===== src/rtl/bcd_stopwatch_ctrl_pkg.sv =====
// Shared types and constants for the BCD stopwatch controller.
package bcd_pkg;

  typedef logic [3:0] bcd_digit_t;

  localparam bcd_digit_t BCD_MAX = 4'd9;

  typedef enum logic [1:0] {
    IDLE,
    RUN,
    HOLD,
    LAP
  } sw_state_t;

  // Command resolved from simultaneous pulses: clear > stop > start > lap.
  typedef enum logic [2:0] {
    CMD_NONE,
    CMD_CLEAR,
    CMD_STOP,
    CMD_START,
    CMD_LAP
  } sw_cmd_t;

  function automatic sw_cmd_t cmd_winner(input logic clear, input logic stop,
                                         input logic start, input logic lap);
    if (clear)      return CMD_CLEAR;
    else if (stop)  return CMD_STOP;
    else if (start) return CMD_START;
    else if (lap)   return CMD_LAP;
    else            return CMD_NONE;
  endfunction

endpackage


===== src/rtl/bcd_stopwatch_ctrl_digit.sv =====
// Single BCD digit counter with increment enable and ripple carry.
// Any value at or above 9 (including A-F) wraps to 0 and carries.
module bcd_digit
  import bcd_pkg::*;
(
  input  logic       clk,
  input  logic       rst,
  input  logic       clr,
  input  logic       inc,
  output bcd_digit_t q,
  output logic       carry_out
);

  bcd_digit_t r_q;
  logic       w_at_max;

  assign w_at_max  = (r_q >= BCD_MAX);
  assign carry_out = inc & w_at_max;
  assign q         = r_q;

  // Digit register: reset/clear to zero, otherwise step on increment enable.
  always_ff @(posedge clk) begin
    if (rst || clr) begin
      r_q <= '0;
    end else if (inc) begin
      r_q <= w_at_max ? '0 : r_q + 4'd1;
    end
  end

endmodule


===== src/rtl/bcd_stopwatch_ctrl.sv =====
// Run/pause/lap stopwatch controller driving a cascade of BCD digits
// from an internal prescaler.
module bcd_stopwatch_ctrl
  import bcd_pkg::*;
#(
  parameter int unsigned N_DIGITS = 4,
  parameter int unsigned TICK_DIV = 10
) (
  input  logic                  clk,
  input  logic                  rst,
  input  logic                  ena,
  input  logic                  cmd_start,
  input  logic                  cmd_stop,
  input  logic                  cmd_clear,
  input  logic                  cmd_lap,
  output logic [4*N_DIGITS-1:0] count_bcd,
  output logic [4*N_DIGITS-1:0] disp_bcd,
  output logic                  tick,
  output logic                  running,
  output logic                  overflow
);

  localparam int unsigned          PRESC_W    = $clog2(TICK_DIV);
  localparam logic [PRESC_W-1:0]   PRESC_LAST = PRESC_W'(TICK_DIV - 1);

  sw_state_t               r_state;
  logic [PRESC_W-1:0]      r_presc;
  logic [4*N_DIGITS-1:0]   r_lap;
  logic                    r_ovf;

  sw_cmd_t                 w_cmd;
  logic                    w_active;
  logic                    w_tick;
  logic                    w_clr;
  logic [N_DIGITS:0]       w_inc;
  logic [4*N_DIGITS-1:0]   w_count;

  assign w_cmd    = cmd_winner(cmd_clear, cmd_stop, cmd_start, cmd_lap);
  assign w_active = (r_state == RUN) || (r_state == LAP);
  assign w_tick   = ena & w_active & (r_presc == PRESC_LAST);
  assign w_clr    = ena & (w_cmd == CMD_CLEAR);

  // Digit i increments when tick is high and every lower digit is at 9;
  // that condition is exactly the carry out of digit i-1.
  assign w_inc[0] = w_tick;

  for (genvar gi = 0; gi < N_DIGITS; gi++) begin : g_digit
    bcd_digit u_digit (
      .clk       (clk),
      .rst       (rst),
      .clr       (w_clr),
      .inc       (w_inc[gi]),
      .q         (w_count[4*gi +: 4]),
      .carry_out (w_inc[gi+1])
    );
  end

  // Control FSM with prescaler, lap register and sticky overflow.
  // Later assignments in the command case override the tick-driven updates,
  // so clear beats an increment committed on the same edge.
  always_ff @(posedge clk) begin
    if (rst) begin
      r_state <= IDLE;
      r_presc <= '0;
      r_lap   <= '0;
      r_ovf   <= 1'b0;
    end else if (ena) begin
      if (w_active) begin
        r_presc <= (r_presc == PRESC_LAST) ? '0 : r_presc + PRESC_W'(1);
      end
      if (w_inc[N_DIGITS]) begin
        r_ovf <= 1'b1;
      end
      unique case (w_cmd)
        CMD_CLEAR: begin
          r_state <= IDLE;
          r_presc <= '0;
          r_lap   <= '0;
          r_ovf   <= 1'b0;
        end
        CMD_STOP: begin
          if (w_active) r_state <= HOLD;
        end
        CMD_START: begin
          if (r_state == IDLE) begin
            r_state <= RUN;
            r_presc <= '0;
          end else if (r_state == HOLD) begin
            r_state <= RUN;
          end
        end
        CMD_LAP: begin
          if (r_state == RUN) begin
            r_state <= LAP;
            r_lap   <= w_count;
          end else if (r_state == LAP) begin
            r_state <= RUN;
          end
        end
        default: ;
      endcase
    end
  end

  assign count_bcd = w_count;
  assign disp_bcd  = (r_state == LAP) ? r_lap : w_count;
  assign tick      = w_tick;
  assign running   = w_active;
  assign overflow  = r_ovf;

endmodule


===== config.mk =====
export PLATFORM = sky130hd
export DESIGN_NAME = bcd_stopwatch_ctrl
export DESIGN_NICKNAME = d
export VERILOG_FILES = /design/src/rtl/bcd_stopwatch_ctrl_pkg.sv /design/src/rtl/bcd_stopwatch_ctrl_digit.sv /design/src/rtl/bcd_stopwatch_ctrl.sv
export SDC_FILE = /design/constraint.sdc
export NUM_CORES = 1
export LEC_CHECK = 0
export CAP_MARGIN = 40
export CELL_PAD_IN_SITES_DETAIL_PLACEMENT = 1
export CELL_PAD_IN_SITES_GLOBAL_PLACEMENT = 1
export CORE_MARGIN = 5
export CORE_UTILIZATION = 36
export CTS_CLUSTER_DIAMETER = 150
export DETAILED_ROUTE_END_ITERATION = 8
export PLACE_DENSITY = 0.84
export SLEW_MARGIN = 5
export SYNTH_ARGS = -nofsm -noshare
export SYNTH_HDL_FRONTEND = slang
export SYNTH_HIERARCHICAL = 1
export SYNTH_SLANG_ARGS = --single-unit

===== constraint.sdc =====
create_clock -name clk -period 2.2 [get_ports clk]
set_clock_uncertainty 0.05 [all_clocks]
set_input_delay 0.44 -clock clk [delete_from_list [all_inputs] [get_ports clk]]
set_output_delay 0.44 -clock clk [all_outputs]
set_load 0.005 [all_outputs]

==> flow_summary.toml <==
[final_layout]
seqCellArea_sq_um = 786
final_area_sq_mm = 0.00303
num-fill-cells = 736
layout.cells.non_filler = 382
area_growth_pct = 33.6
diodes = 0
drive_gt1_frac = 0.226
nets = 324
multi_input_area_sq_mm = 0.00139

[place]
place_worst_setup_slack_ps = -290
place_inst = 372
place.gp.congestion = 0.757
place_area_sq_mm = 0.00285
io_buffers = 41
dp_hpwl_um = 4310

[routing]
drt_iter0_drc = 87
routed_wirelength_um = 6480
wire_per_inst_um = 17.0
via_per_inst = 5.42
ant_nets = 0
dr.pass1.iters = 4
drcViolationCount = 0
route.vias.total = 2072

[timing]
fin_crit_ps = 2170
hold_viol = 0
postLayoutSetupSlackWorst_ps = 34.8
worst_pin_slew_ps = 316
setup_viol = 0
fmax_mhz = 462
setup_tns_ps = 0
rsz0062_at_grt = "true"
drv_slew = 0
timing.final.crit_share = 0.984
slew_headroom = 0.789

[synth]
synth_cell_type_count = 35
synth-edff-count = 0
syn_area_sq_mm = 0.00227
synthCells = 248
avgSynthCellArea_sq_um = 9.15
synthArstFlopShare = 0
ys_warn_count = 6
yosysSeqAreaShare = 0.344
synth_fp_nets = 267
ys.flop_type = "dfxtp_1"
ys_ff_latch = 39

[clocking]
clk_latency_ps = 300
cts.root.buffer_cell = "clkbuf_8"
cts_max_level = 2
clockBufferDepth = 2
clkTransAtPathRegs_ps = 80
clock-sinks = 39
postCtsHoldBufs = 0
cts_buffers = 5
cts_tree = "yes"

[min_path]
hold_path.class = "flop to flop"
min-delay-start = "r_lap[6]"

[global_routing]
gr-total-overflow = 0
grt_max_degree = 33
grtUsageTotal = 0.169
grt_pass1_wl_um = 10500
grt_pass1_vias = 2129
antenna_found_initial = 0

[power]
power_uw = 1310
seqPwrFrac = 0.540
power_leakage_uw = 0.00133
p_comb_frac = 0.075
max-vdd-ir-drop_mv = 0.256
p_int_uw = 994
switching_power_uw = 321
swShare = 0.244
powerDensity_mw_per_mm2 = 434
clkPwrFrac = 0.385

[critical_path]
crit_fanout = 4
endpoint_kind = "output pin"
worst_r2r_startpoint = "r_presc[2]"
r2r_setup_slack_ps = 140
critical_path_class = "flop to output pin"
cp-start-kind = "flop"
cp_data_arrival_time_ps = 1680
crit_start = "r_state[0]"
required_ps = 1710

[die]
die_x_um = 89.4
num_rows = 29
coreArea_sq_mm = 0.00624
die_area_sq_mm = 0.00799
io_pins = 42
initial_utilization = 0.363
die_h_um = 89.4

[outcome]
status = "complete, no violations"

[flow_run]
cap_violations = 0
## cell usage after synthesis (2+ instances only)
| master | count | area (sq um) |
|---|---|---|
| and2_2 | 4 | 30.0 |
| nand3_1 | 13 | 65.1 |
| clkbuf_1 | 3 | 11.3 |
| mux2_2 | 17 | 191 |
| nor2_4 | 4 | 45.0 |
| nand2_1 | 19 | 71.3 |
| a21oi_1 | 5 | 25.0 |
| nand4b_1 | 4 | 35.0 |
| o21a_1 | 4 | 30.0 |
| o21ai_1 | 5 | 25.0 |
| inv_1 | 10 | 37.5 |
| xor2_1 | 2 | 17.5 |
| nand4_1 | 5 | 31.3 |
| a21boi_2 | 4 | 45.0 |
| nor3b_1 | 2 | 15.0 |
| buf_6 | 3 | 33.8 |
| o21ai_0 | 29 | 145 |
| nor2b_1 | 2 | 12.5 |
| mux2i_1 | 5 | 50.1 |
| buf_4 | 3 | 22.5 |
| nand3b_1 | 24 | 180 |
| nor2_1 | 13 | 48.8 |
| nor3_1 | 4 | 20.0 |
| and4bb_2 | 4 | 50.1 |
| ha_1 | 12 | 150 |
| dfxtp_1 | 39 | 781 |
## power groups by stage
stage / clock, uW / sequential, uW / combinational [uW]
after floorplan: 0 / 726 / 60.6
after global placement: 0 / 726 / 94.5
final: 506 / 710 / 98.6
after CTS: 509 / 711 / 98.0
after global routing: 538 / 710 / 108
after detailed placement: 0 / 726 / 97.6
## cell families after synthesis
| group | after synthesis | synth area share |
|---|---|---|
| and+or+nand+nor | 102 | 0.283 |
| AOI/OAI and AO/OA | 50 | 0.138 |
| DFF | 39 | 0.344 |
| muxes | 22 | 0.106 |
| buffers and inverters | 21 | 0.0546 |
| adders and majority gates | 12 | 0.0662 |
| xor gates and xnor gates | 2 | 0.00772 |
## state kept, by name, summed over array words and instances (netlist names)
register,cells
g_digit.u_digit/q,16
r_lap,16
overflow,1
r_presc,4
r_state,2
## path summary, 6_finish.rpt
check / cells after the start / endpoint
max: 4 / disp_bcd[2]
max reg2reg: 10 / overflow
min reg2reg: 2 / r_lap[6]
min: 2 / r_lap[6]
## repair_timing
item / in CTS / in global routing
setup buffers: 3 / 0
gates resized for setup: 5 / 20
pin swaps: 2 / 0
setup endpoints to repair: 13 / 19
## final cells by class
class | instances | share of cell area
Tap cell | 77 | 0.0318
Timing Repair Buffer | 61 | 0.208
Clock buffer | 6 | 0.0273
Sequential cell | 39 | 0.259
Inverter | 10 | 0.0124
Clock inverter | 1 | 0.00165
Multi-Input combinational cell | 188 | 0.460
## layout by cell type (no fill, tap or decap), drive strengths merged, types with 5 or more instances in the layout
master         Yosys  routed
a21oi              5       5
nor2              17      17
nand3             13      13
mux2              17      17
nand2             20      20
inv               10      10
buf                6      20
dlymetal6s2s       0      14
ha                12      12
nand3b            24      24
nand4              5       5
clkdlybuf4s50      0      26
dfxtp             39      39
mux2i              5       5
and2               5       5
clkbuf             5       6
o21ai             34      34
## metal layers
layer  up-vias  global-route usage  part of all wire
met5         -                   0                 0
met4         0              0.0622             0.019
met3        10              0.0332             0.037
met2        44               0.295              0.51
met1      1023               0.205              0.43
li1        995                   -                 -
## critical path, cell delays in order (launching register included)
cell and delay (ps):
dfxtp_4 370, nand2_4 110, buf_6 130, mux2_2 320, clkdlybuf4s50_1 440
## per-stage QoR
stage | util | hold WS (ps)
floorplan | - | 400
global placement | 0.457 | 412
detailed placement | 0.457 | 425
CTS | 0.477 | 440
global route | 0.486 | 468
finish | 0.486 | 441
No activity file was read; power rests on OpenSTA's default activity.
